==> config.mk <==
export PLATFORM = sky130hd
export DESIGN_NAME = if_fetch_ctrl
export DESIGN_NICKNAME = d
export VERILOG_FILES = /design/src/rtl/if_fetch_ctrl_pkg.sv /design/src/rtl/if_fetch_ctrl_im_loader.sv /design/src/rtl/if_fetch_ctrl.sv
export SDC_FILE = /design/constraint.sdc
export NUM_CORES = 1
export LEC_CHECK = 0
export ABC_AREA = 0
export ABC_CLOCK_PERIOD_IN_PS = 5500
export CORE_MARGIN = 2
export CORE_UTILIZATION = 25
export CTS_BUF_LIST = sky130_fd_sc_hd__clkbuf_8
export DETAILED_ROUTE_END_ITERATION = 10
export PLACE_DENSITY = 0.5
export SLEW_MARGIN = 20
export SYNTH_ARGS = -nofsm -noshare
export SYNTH_HDL_FRONTEND = slang
export SYNTH_HIERARCHICAL = 1
export SYNTH_SLANG_ARGS = --single-unit
export TNS_END_PERCENT = 1
==> constraint.sdc <==
create_clock -name CLK -period 5.5 [get_ports CLK]
set_input_delay 0.55 -clock CLK [delete_from_list [all_inputs] [get_ports CLK]]
set_output_delay 0.55 -clock CLK [all_outputs]
set_load 0.02 [all_outputs]
==> src/rtl/if_fetch_ctrl_pkg.sv <==
// Shared definitions for the IF-stage fetch sequencer.
// FSM state encodings and default memory geometry.
package if_fetch_ctrl_pkg;

    localparam int DEF_ADDR_W = 8;
    localparam int DEF_DATA_W = 32;

    typedef enum logic [2:0] {
        ST_IDLE  = 3'd0,
        ST_LOAD  = 3'd1,
        ST_PRIME = 3'd2,
        ST_RUN   = 3'd3,
        ST_STALL = 3'd4,
        ST_FLUSH = 3'd5,
        ST_HALT  = 3'd6
    } fetch_state_e;

endpackage

==> src/rtl/if_fetch_ctrl_im_loader.sv <==
// Instruction-memory boot loader: ld handshake, write address counter,
// sticky overflow flag and optional running checksum (LOAD_CHECKSUM_EN).
module if_fetch_ctrl_im_loader #(
    parameter int ADDR_W = 8,
    parameter int DATA_W = 32
) (
    input  logic              clk,
    input  logic              rst,
    input  logic              clear,
    input  logic              ready_nxt,
    input  logic              ld_valid,
    input  logic [DATA_W-1:0] ld_data,
    output logic              ld_ready,
    output logic              im_we,
    output logic [ADDR_W-1:0] im_addr,
    output logic [DATA_W-1:0] im_data,
    output logic [ADDR_W:0]   ld_count,
    output logic              ld_ovf,
    output logic [DATA_W-1:0] ld_checksum
);

    logic accept;

    assign accept = ld_valid & ld_ready;

    // Accepted word becomes an IM write one cycle later; count past depth wraps the address.
    always_ff @(posedge clk or posedge rst) begin
        if (rst) begin
            ld_ready <= 1'b0;
            im_we    <= 1'b0;
            im_addr  <= '0;
            im_data  <= '0;
            ld_count <= '0;
            ld_ovf   <= 1'b0;
        end else begin
            ld_ready <= ready_nxt;
            im_we    <= accept;
            if (clear) begin
                ld_count <= '0;
                ld_ovf   <= 1'b0;
            end else if (accept) begin
                im_addr  <= ld_count[ADDR_W-1:0];
                im_data  <= ld_data;
                ld_count <= ld_count + 1'b1;
                ld_ovf   <= ld_ovf | ld_count[ADDR_W];
            end
        end
    end

`ifdef LOAD_CHECKSUM_EN
    // Modular sum of accepted words, updated alongside the IM write.
    always_ff @(posedge clk or posedge rst) begin
        if (rst) begin
            ld_checksum <= '0;
        end else if (clear) begin
            ld_checksum <= '0;
        end else if (accept) begin
            ld_checksum <= ld_checksum + ld_data;
        end
    end
`else
    assign ld_checksum = '0;
`endif

endmodule

==> src/rtl/if_fetch_ctrl.sv <==
// IF-stage sequencer: boots IM via loader, then drives PC reset/write and fetch-valid.
// Optional checksum of loaded words when LOAD_CHECKSUM_EN is defined.
module if_fetch_ctrl
    import if_fetch_ctrl_pkg::*;
#(
    parameter int ADDR_W         = DEF_ADDR_W,
    parameter int DATA_W         = DEF_DATA_W,
    parameter int BRANCH_BUBBLES = 1
) (
    input  logic              CLK,
    input  logic              RESET,
    input  logic              ld_valid,
    input  logic [DATA_W-1:0] ld_data,
    input  logic              ld_last,
    output logic              ld_ready,
    input  logic              start,
    input  logic              stall,
    input  logic              tf_out,
    input  logic              halt,
    output logic              im_WE,
    output logic [ADDR_W-1:0] im_ADDR,
    output logic [DATA_W-1:0] im_DATA,
    output logic              pc_RESET,
    output logic              uc_W_PC,
    output logic              if_valid,
    output logic [ADDR_W:0]   ld_count,
    output logic              ld_ovf,
    output logic [DATA_W-1:0] ld_checksum
);

    localparam logic [1:0] FLUSH_INIT = 2'(BRANCH_BUBBLES - 1);

    fetch_state_e state_q, state_d;
    logic [1:0]   flush_q, flush_d;
    logic         clear;
    logic         accept;
    logic         pc_reset_d, w_pc_d, valid_d;

    assign accept = ld_valid & ld_ready;

    if_fetch_ctrl_im_loader #(
        .ADDR_W (ADDR_W),
        .DATA_W (DATA_W)
    ) u_loader (
        .clk         (CLK),
        .rst         (RESET),
        .clear       (clear),
        .ready_nxt   (state_d == ST_LOAD),
        .ld_valid    (ld_valid),
        .ld_data     (ld_data),
        .ld_ready    (ld_ready),
        .im_we       (im_WE),
        .im_addr     (im_ADDR),
        .im_data     (im_DATA),
        .ld_count    (ld_count),
        .ld_ovf      (ld_ovf),
        .ld_checksum (ld_checksum)
    );

    // State, flush counter and registered PC controls.
    always_ff @(posedge CLK or posedge RESET) begin
        if (RESET) begin
            state_q  <= ST_IDLE;
            flush_q  <= '0;
            pc_RESET <= 1'b1;
            uc_W_PC  <= 1'b0;
            if_valid <= 1'b0;
        end else begin
            state_q  <= state_d;
            flush_q  <= flush_d;
            pc_RESET <= pc_reset_d;
            uc_W_PC  <= w_pc_d;
            if_valid <= valid_d;
        end
    end

    // Next state (halt > tf_out > stall) and next-cycle PC controls.
    always_comb begin
        state_d = state_q;
        flush_d = flush_q;
        clear   = 1'b0;
        unique case (state_q)
            ST_IDLE: begin
                if (ld_valid) begin
                    state_d = ST_LOAD;
                    clear   = 1'b1;
                end else if (start && ld_count != '0) begin
                    state_d = ST_PRIME;
                end
            end
            ST_LOAD: begin
                if (accept && ld_last) state_d = ST_IDLE;
            end
            ST_PRIME: state_d = ST_RUN;
            ST_RUN, ST_STALL: begin
                if (halt) begin
                    state_d = ST_HALT;
                end else if (tf_out) begin
                    state_d = ST_FLUSH;
                    flush_d = FLUSH_INIT;
                end else if (stall) begin
                    state_d = ST_STALL;
                end else begin
                    state_d = ST_RUN;
                end
            end
            ST_FLUSH: begin
                if (halt) begin
                    state_d = ST_HALT;
                end else if (flush_q == '0) begin
                    state_d = ST_RUN;
                end else begin
                    flush_d = flush_q - 1'b1;
                end
            end
            ST_HALT: begin
                if (ld_valid) begin
                    state_d = ST_LOAD;
                    clear   = 1'b1;
                end else if (start) begin
                    state_d = ST_PRIME;
                end
            end
            default: state_d = ST_IDLE;
        endcase

        pc_reset_d = (state_d == ST_IDLE) || (state_d == ST_LOAD)
                  || (state_d == ST_PRIME && state_q == ST_HALT);
        w_pc_d     = (state_d == ST_RUN) || (state_d == ST_FLUSH);
        valid_d    = (state_d == ST_RUN)
                  || (state_d == ST_STALL && if_valid);
    end

endmodule

### Word level (Yosys, flattened, before mapping)

Cells that the tools add are included.

* $add $sub $neg: 2
* $mul: 0
* div/mod/pow operators: 0
* $lt $le $gt $ge: 0
* eq/ne operators: 15
* shifts and indexed selects: 0
* multiplexer cells: 22
* bitwise operators: 3
* reductions and logical operators: 18

Operators with widths (count)
* 2-to-1 mux 3 bit: 10
* 2-to-1 mux 9 bit: 2
* case mux 3 bit (6 select lines): 1
* equality test 3 bit (second input constant): 5
* equality test 3 x 2 -> 1 bit (second input constant): 4
* adder 9 x 1 -> 9 bit (second input constant): 1
* nonzero test 9 bit: 1
* 2-to-1 mux 2 bit: 4
* != test 2 bit (second input constant): 4
* equality test 3 x 1 -> 1 bit (second input constant): 2
* logical NOT 3 bit: 2
* AND reduction 5 bit: 1
* logical AND 1 bit: 4
* logical OR 1 bit: 4
* 2-to-1 mux 1 bit: 4
* case mux 2 bit (2 select lines): 1
* nonzero test 2 bit: 2
* OR reduction 2 bit: 2
* logical NOT 2 bit: 1
* AND reduction 2 bit: 1
* subtractor 2 x 1 -> 2 bit (second input constant): 1
* AND 1 bit: 1
* inverter 1 bit: 1
* OR 1 bit: 1

* bits in registers: 60
* latch bits: 0
* RAM bits: 0
* bits in read-only memories: 0
* input bits: 40
* output and inout bits: 87
* memories kept: 0

### Logic depth before layout (Yosys ltp)

* depth in word-level cells: 8
* gate-level depth with buffers: 7

### Cells and area by module

Netlist, hierarchy kept.

Modules (own cells, without submodules)
* if_fetch_ctrl_im_loader: instances 1, cells each 175, area each 2444.8 µm², seq. area each 1301.2 µm²
* if_fetch_ctrl: instances 1, cells each 65, area each 570.5 µm², seq. area each 201.4 µm²

### Worst setup path before layout

Ideal clock, no wire load.

* path kind: reg-to-reg
* start: reg state_q[2]
* end: reg u_loader.im_addr[0]
* setup time: 0.125 ns
* arrival time: 1.707 ns
* data required time: 5.375 ns
* slack: 3.668 ns
* cell stages (with the launch flop): 8
* path buffers: 3
* path through: dfrtp_1 buf_4 nor2b_1 nor4_1 or2_1 buf_6 buf_6 mux2_4

* cells in the longest elaborated chain, start to end: 5

RTL lines
* start: declaration: line if_fetch_ctrl.sv:33 `fetch_state_e state_q, state_d;`
* start signal: assignment: line if_fetch_ctrl.sv:69 `state_q <= state_d;`
* equality test 3 bit or logical NOT 3 bit (tied branches): line if_fetch_ctrl.sv:82 `unique case (state_q)`
* OR reduction 2 bit (no source line) (*)
* 2-to-1 mux 1 bit (*)
* named net clear: line if_fetch_ctrl.sv:35 `logic clear;`
* inverter 1 bit (no source line) (*)
* AND reduction 2 bit (no source line) (*)
* end signal: assignment: line if_fetch_ctrl_im_loader.sv:42 `im_addr <= ld_count[ADDR_W-1:0];`
* end: declaration: line if_fetch_ctrl_im_loader.sv:15 `output logic [ADDR_W-1:0] im_addr,`

Mark *: on every way through the listed nets, which the timed path passes. The rest lies on a longest branch.
A chain may end at the register's enable or synchronous reset.

### Final worst setup path

* start: in ld_valid
* end: reg u_loader.im_data[18]

* cells in the longest elaborated chain, start to end: 4

RTL lines
* start: declaration: line if_fetch_ctrl.sv:12 `input logic ld_valid,`
* 2-to-1 mux 1 bit: line if_fetch_ctrl.sv:84, if_fetch_ctrl.sv:117
* 2-to-1 mux 1 bit
* named net clear: line if_fetch_ctrl.sv:35
* inverter 1 bit (no source line)
* AND reduction 2 bit (no source line)
* end signal: assignment: line if_fetch_ctrl_im_loader.sv:43 `im_data <= ld_data;`
* end: declaration: line if_fetch_ctrl_im_loader.sv:16 `output logic [DATA_W-1:0] im_data,`

The timed path passes the listed nets, and every way through them passes these cells.

==> impl_metrics.py <==
metrics = {
    "yosys": {
        "synth.avg_cell_area_um2": 12.6,
        "synth_warnings": 6,
        "yosys.area.top_type": "dfrtp_1",
        "yosysSeqAreaShare_pct": 49.8,
        "synth_top_area_share_pct": 49.0,
        "synth-edff-count": 0,
        "synth_ff_type": "dfrtp_1",
        "synth_cell_types": 45,
        "ys_ff_latch": 60,
        "yosys-top-cells-area": "dfrtp_1 (49%), mux2_4 (19%), buf_4 (8.2%)",
        "synth_cells": 240,
        "async_flop_share_pct": 100,
        "synthesis.area_mm2": 0.00302,
    },
    "cts": {
        "cts-buffers-inserted": 9,
        "clock_sinks": 60,
        "cts_root_buf": "clkbuf_8",
        "cts.clk_slew.worst_paths_ps": 70,
        "hold_buffers": 0,
        "cts_resized": 0,
        "cts.path.max_buffers": 2,
        "htreeDepth": 3,
        "cts_setup_buffers": 0,
        "cts_tree": "done",
        "clkLatencyLatePin_ps": 340,
    },
    "timing": {
        "rsz0062_at_grt": "false",
        "fin_tns_setup_ps": 0,
        "fmax_ghz": 0.340,
        "slew_viol_final": 0,
        "skew_ps": 8.49,
        "hold_viol": 0,
        "relSlewSlack_pct": 54.7,
        "max_slew.worst_pin.slew_ps": 680,
        "fin_crit_sh_pct": 53.5,
        "setup_viol": 0,
        "layout_min_cycle_time_ps": 2940,
    },
    "die": {
        "io_pins": 127,
        "coreArea_mm2": 0.0119,
        "die_w_um": 114,
        "dieArea_mm2": 0.0130,
        "die_y_um": 114,
        "row_count": 40,
        "start_util_pct": 25.3,
    },
    "global_route": {
        "grt_pass1_wl_um": 10900,
        "grt-ovfl-total": 0,
        "grt_max_degree": 35,
        "grt_pass1_vias": 2015,
        "antenna_found_initial": 0,
        "grt.total_usage_pct": 11.0,
    },
    "min_path": {
        "hold_path_class": "primary input to async pin",
    },
    "placement": {
        "place.gp.congestion": 0.822,
        "place_area_mm2": 0.00394,
        "dp_hpwl_um": 4820,
        "portBuffers": 94,
    },
    "detailed_routing": {
        "drtPass1Iterations": 4,
        "drtAntennaViolNets": 0,
        "drt-vias-per-instance": 4.26,
        "drc": 0,
        "routed_wl_um": 6720,
        "vias": 2082,
        "drtIter0Drc": 128,
        "routedWlPerCell_um": 13.7,
    },
    "run": {
        "max_cap_viol_count": 0,
    },
    "finish": {
        "drive_above_1_share_pct": 18.7,
        "finalNetCount": 379,
        "design_area_mm2": 0.00418,
        "antenna_cells": 0,
        "nFillCells": 1207,
        "area_growth_syn_to_layout_pct": 38.5,
    },
    "worst_setup_path": {
        "worst_ep_arrival_time_ps": 3170,
        "required_ps": 5720,
        "start_kind": "primary input",
        "slowest_stage": "clkdlybuf4s50_1",
        "cpMostUsedCell": "buf_4",
        "cp_cell_sequence": "clkdlybuf4s50_1 > inv_1 > nor4_1 > buf_4 > or2_4 > buf_4 > mux2_4",
        "worstSetupPathType": "primary input to flop",
        "max_stage_delay_ps": 680,
        "crit_fanout": 34,
        "crit_path_end_kind": "flop",
    },
    "power": {
        "powerDensity_mw_per_mm2": 548,
        "power.leakage_nw": 1.92,
        "vdd_ir_drop_max_v": 0.000155,
    },
    "outcome": {
        "outcome": "completed",
    },
}
==> report_power, final <==
| part | internal [W] | leakage [nW] | total (W) | switching [W] |
|---|---|---|---|---|
| Sequential | 0.000618 | 0.753 | 0.000748 | 0.000130 |
| Clock | 0.000296 | 0.126 | 0.000469 | 0.000173 |
| Combinational | 0.000588 | 1.04 | 0.00107 | 0.000482 |
==> sequential cells by signal, indices dropped and copies added (netlist names) <==
| name | cells |
|---|---|
| uc_W_PC | 1 |
| u_loader/im_we | 1 |
| state_q | 3 |
| pc_RESET | 1 |
| u_loader/ld_ovf | 1 |
| u_loader/im_data | 32 |
| if_valid | 1 |
| flush_q | 2 |
| u_loader/ld_ready | 1 |
| u_loader/ld_count | 9 |
| u_loader/im_addr | 8 |
==> routing by layer <==
metal / vias to the layer above / routed length, um / global-route usage, % / share of wire (%)
li1: 969 / - / - / -
met1: 1008 / 3290 / 15.6 / 49
met2: 97 / 2760 / 15.0 / 41
met3: 8 / 575 / 3.88 / 8.6
met4: 0 / 94 / 4.47 / 1.4
met5: - / 0 / 0 / 0
==> per-stage QoR <==
step / std cells / util, % / hold WS, ps / setup slack, ps / power (W)
after floorplan: 271 / - / 365 / 3670 / 0.00144
after global placement: 473 / 33.1 / 493 / 1920 / 0.00183
after detailed placement: 473 / 33.1 / 492 / 1860 / 0.00183
after CTS: 489 / 35.1 / 506 / 2230 / 0.00232
after global routing: 489 / 35.1 / 525 / 2480 / 0.00244
final: 489 / 35.1 / 508 / 2560 / 0.00229
==> Yosys cell counts, types with 2 or more instances <==
library cell and instances:
nor2_1 10, buf_4 33, nor2b_1 4, mux2_4 38, or2_1 2, o31ai_1 4, a21oi_1 9, nor4_1 2
buf_6 7, o32ai_1 2, nand4_1 3, mux2_2 2, or3_1 2, ha_1 2, nand2_1 5, inv_1 10
nand3_1 4, or4_1 4, a31oi_1 2, nand2b_1 2, dfrtp_1 59, o21ai_0 11
==> area by class of cell <==
type | count | area, um^2 | area share, %
clock buffers | 9 | 124 | 2.96
clock inverters | 7 | 108 | 2.58
inverters | 10 | 37.5 | 0.898
multi-input cells | 159 | 1260 | 30.1
flip-flops and latches | 60 | 1500 | 36.0
well taps | 147 | 184 | 4.40
repair buffers | 97 | 963 | 23.1
==> path summary, 6_finish.rpt <==
check                               startpoint                   end  slack (ps)  depth (start not counted)
setup / recovery                      ld_valid  u_loader/im_data[18]        2560                          7
hold / removal                           RESET            state_q[0]         510                          2
setup reg to reg                    state_q[2]  u_loader/im_data[18]        2940                          6
hold reg to reg            u_loader/im_data[0]   u_loader/im_data[0]         510                          1
max in group asynchronous                RESET  u_loader/ld_count[8]        4080                          3
min in group CLK           u_loader/im_data[0]   u_loader/im_data[0]         510                          1
==> critical path: cells and delay by family <==
family / cells / cell delay (ps)
buffers and inverters: 4 / 1370
multiplexers: 1 / 310
AND/OR/NAND/NOR: 2 / 900
==> cells in the final DEF, fill, tap and decap left out, types with 2 or more instances in the layout <==
master,Yosys,final
a21oi_1,9,9
a31oi_1,2,2
buf_4,33,3
bufinv_16,0,3
clkbuf_8,0,9
clkdlybuf4s50_1,0,94
clkinv_2,0,2
conb_1,1,32
dfrtp_1,59,59
ha_1,2,2
inv_1,10,11
mux2_2,2,2
mux2_4,38,38
nand2_1,5,5
nand2b_1,2,2
nand3_1,4,4
nand4_1,3,3
nor2_1,10,10
nor2b_1,4,4
nor4_1,2,2
o21ai_0,11,11
o31ai_1,4,4
o32ai_1,2,2
or3_1,2,2
or4_1,4,4
==> cell families after synthesis <==
group | share of synthesized area [%]
and+or+nand+nor | 8.92
other | 0.124
muxes | 19.7
DFF | 49.8
AOI/OAI and AO/OA | 7.68
buffers and inverters | 12.4
adders and majority gates | 0.830
xor gates and xnor gates | 0.581
No activity file was read; power rests on OpenSTA's default activity.
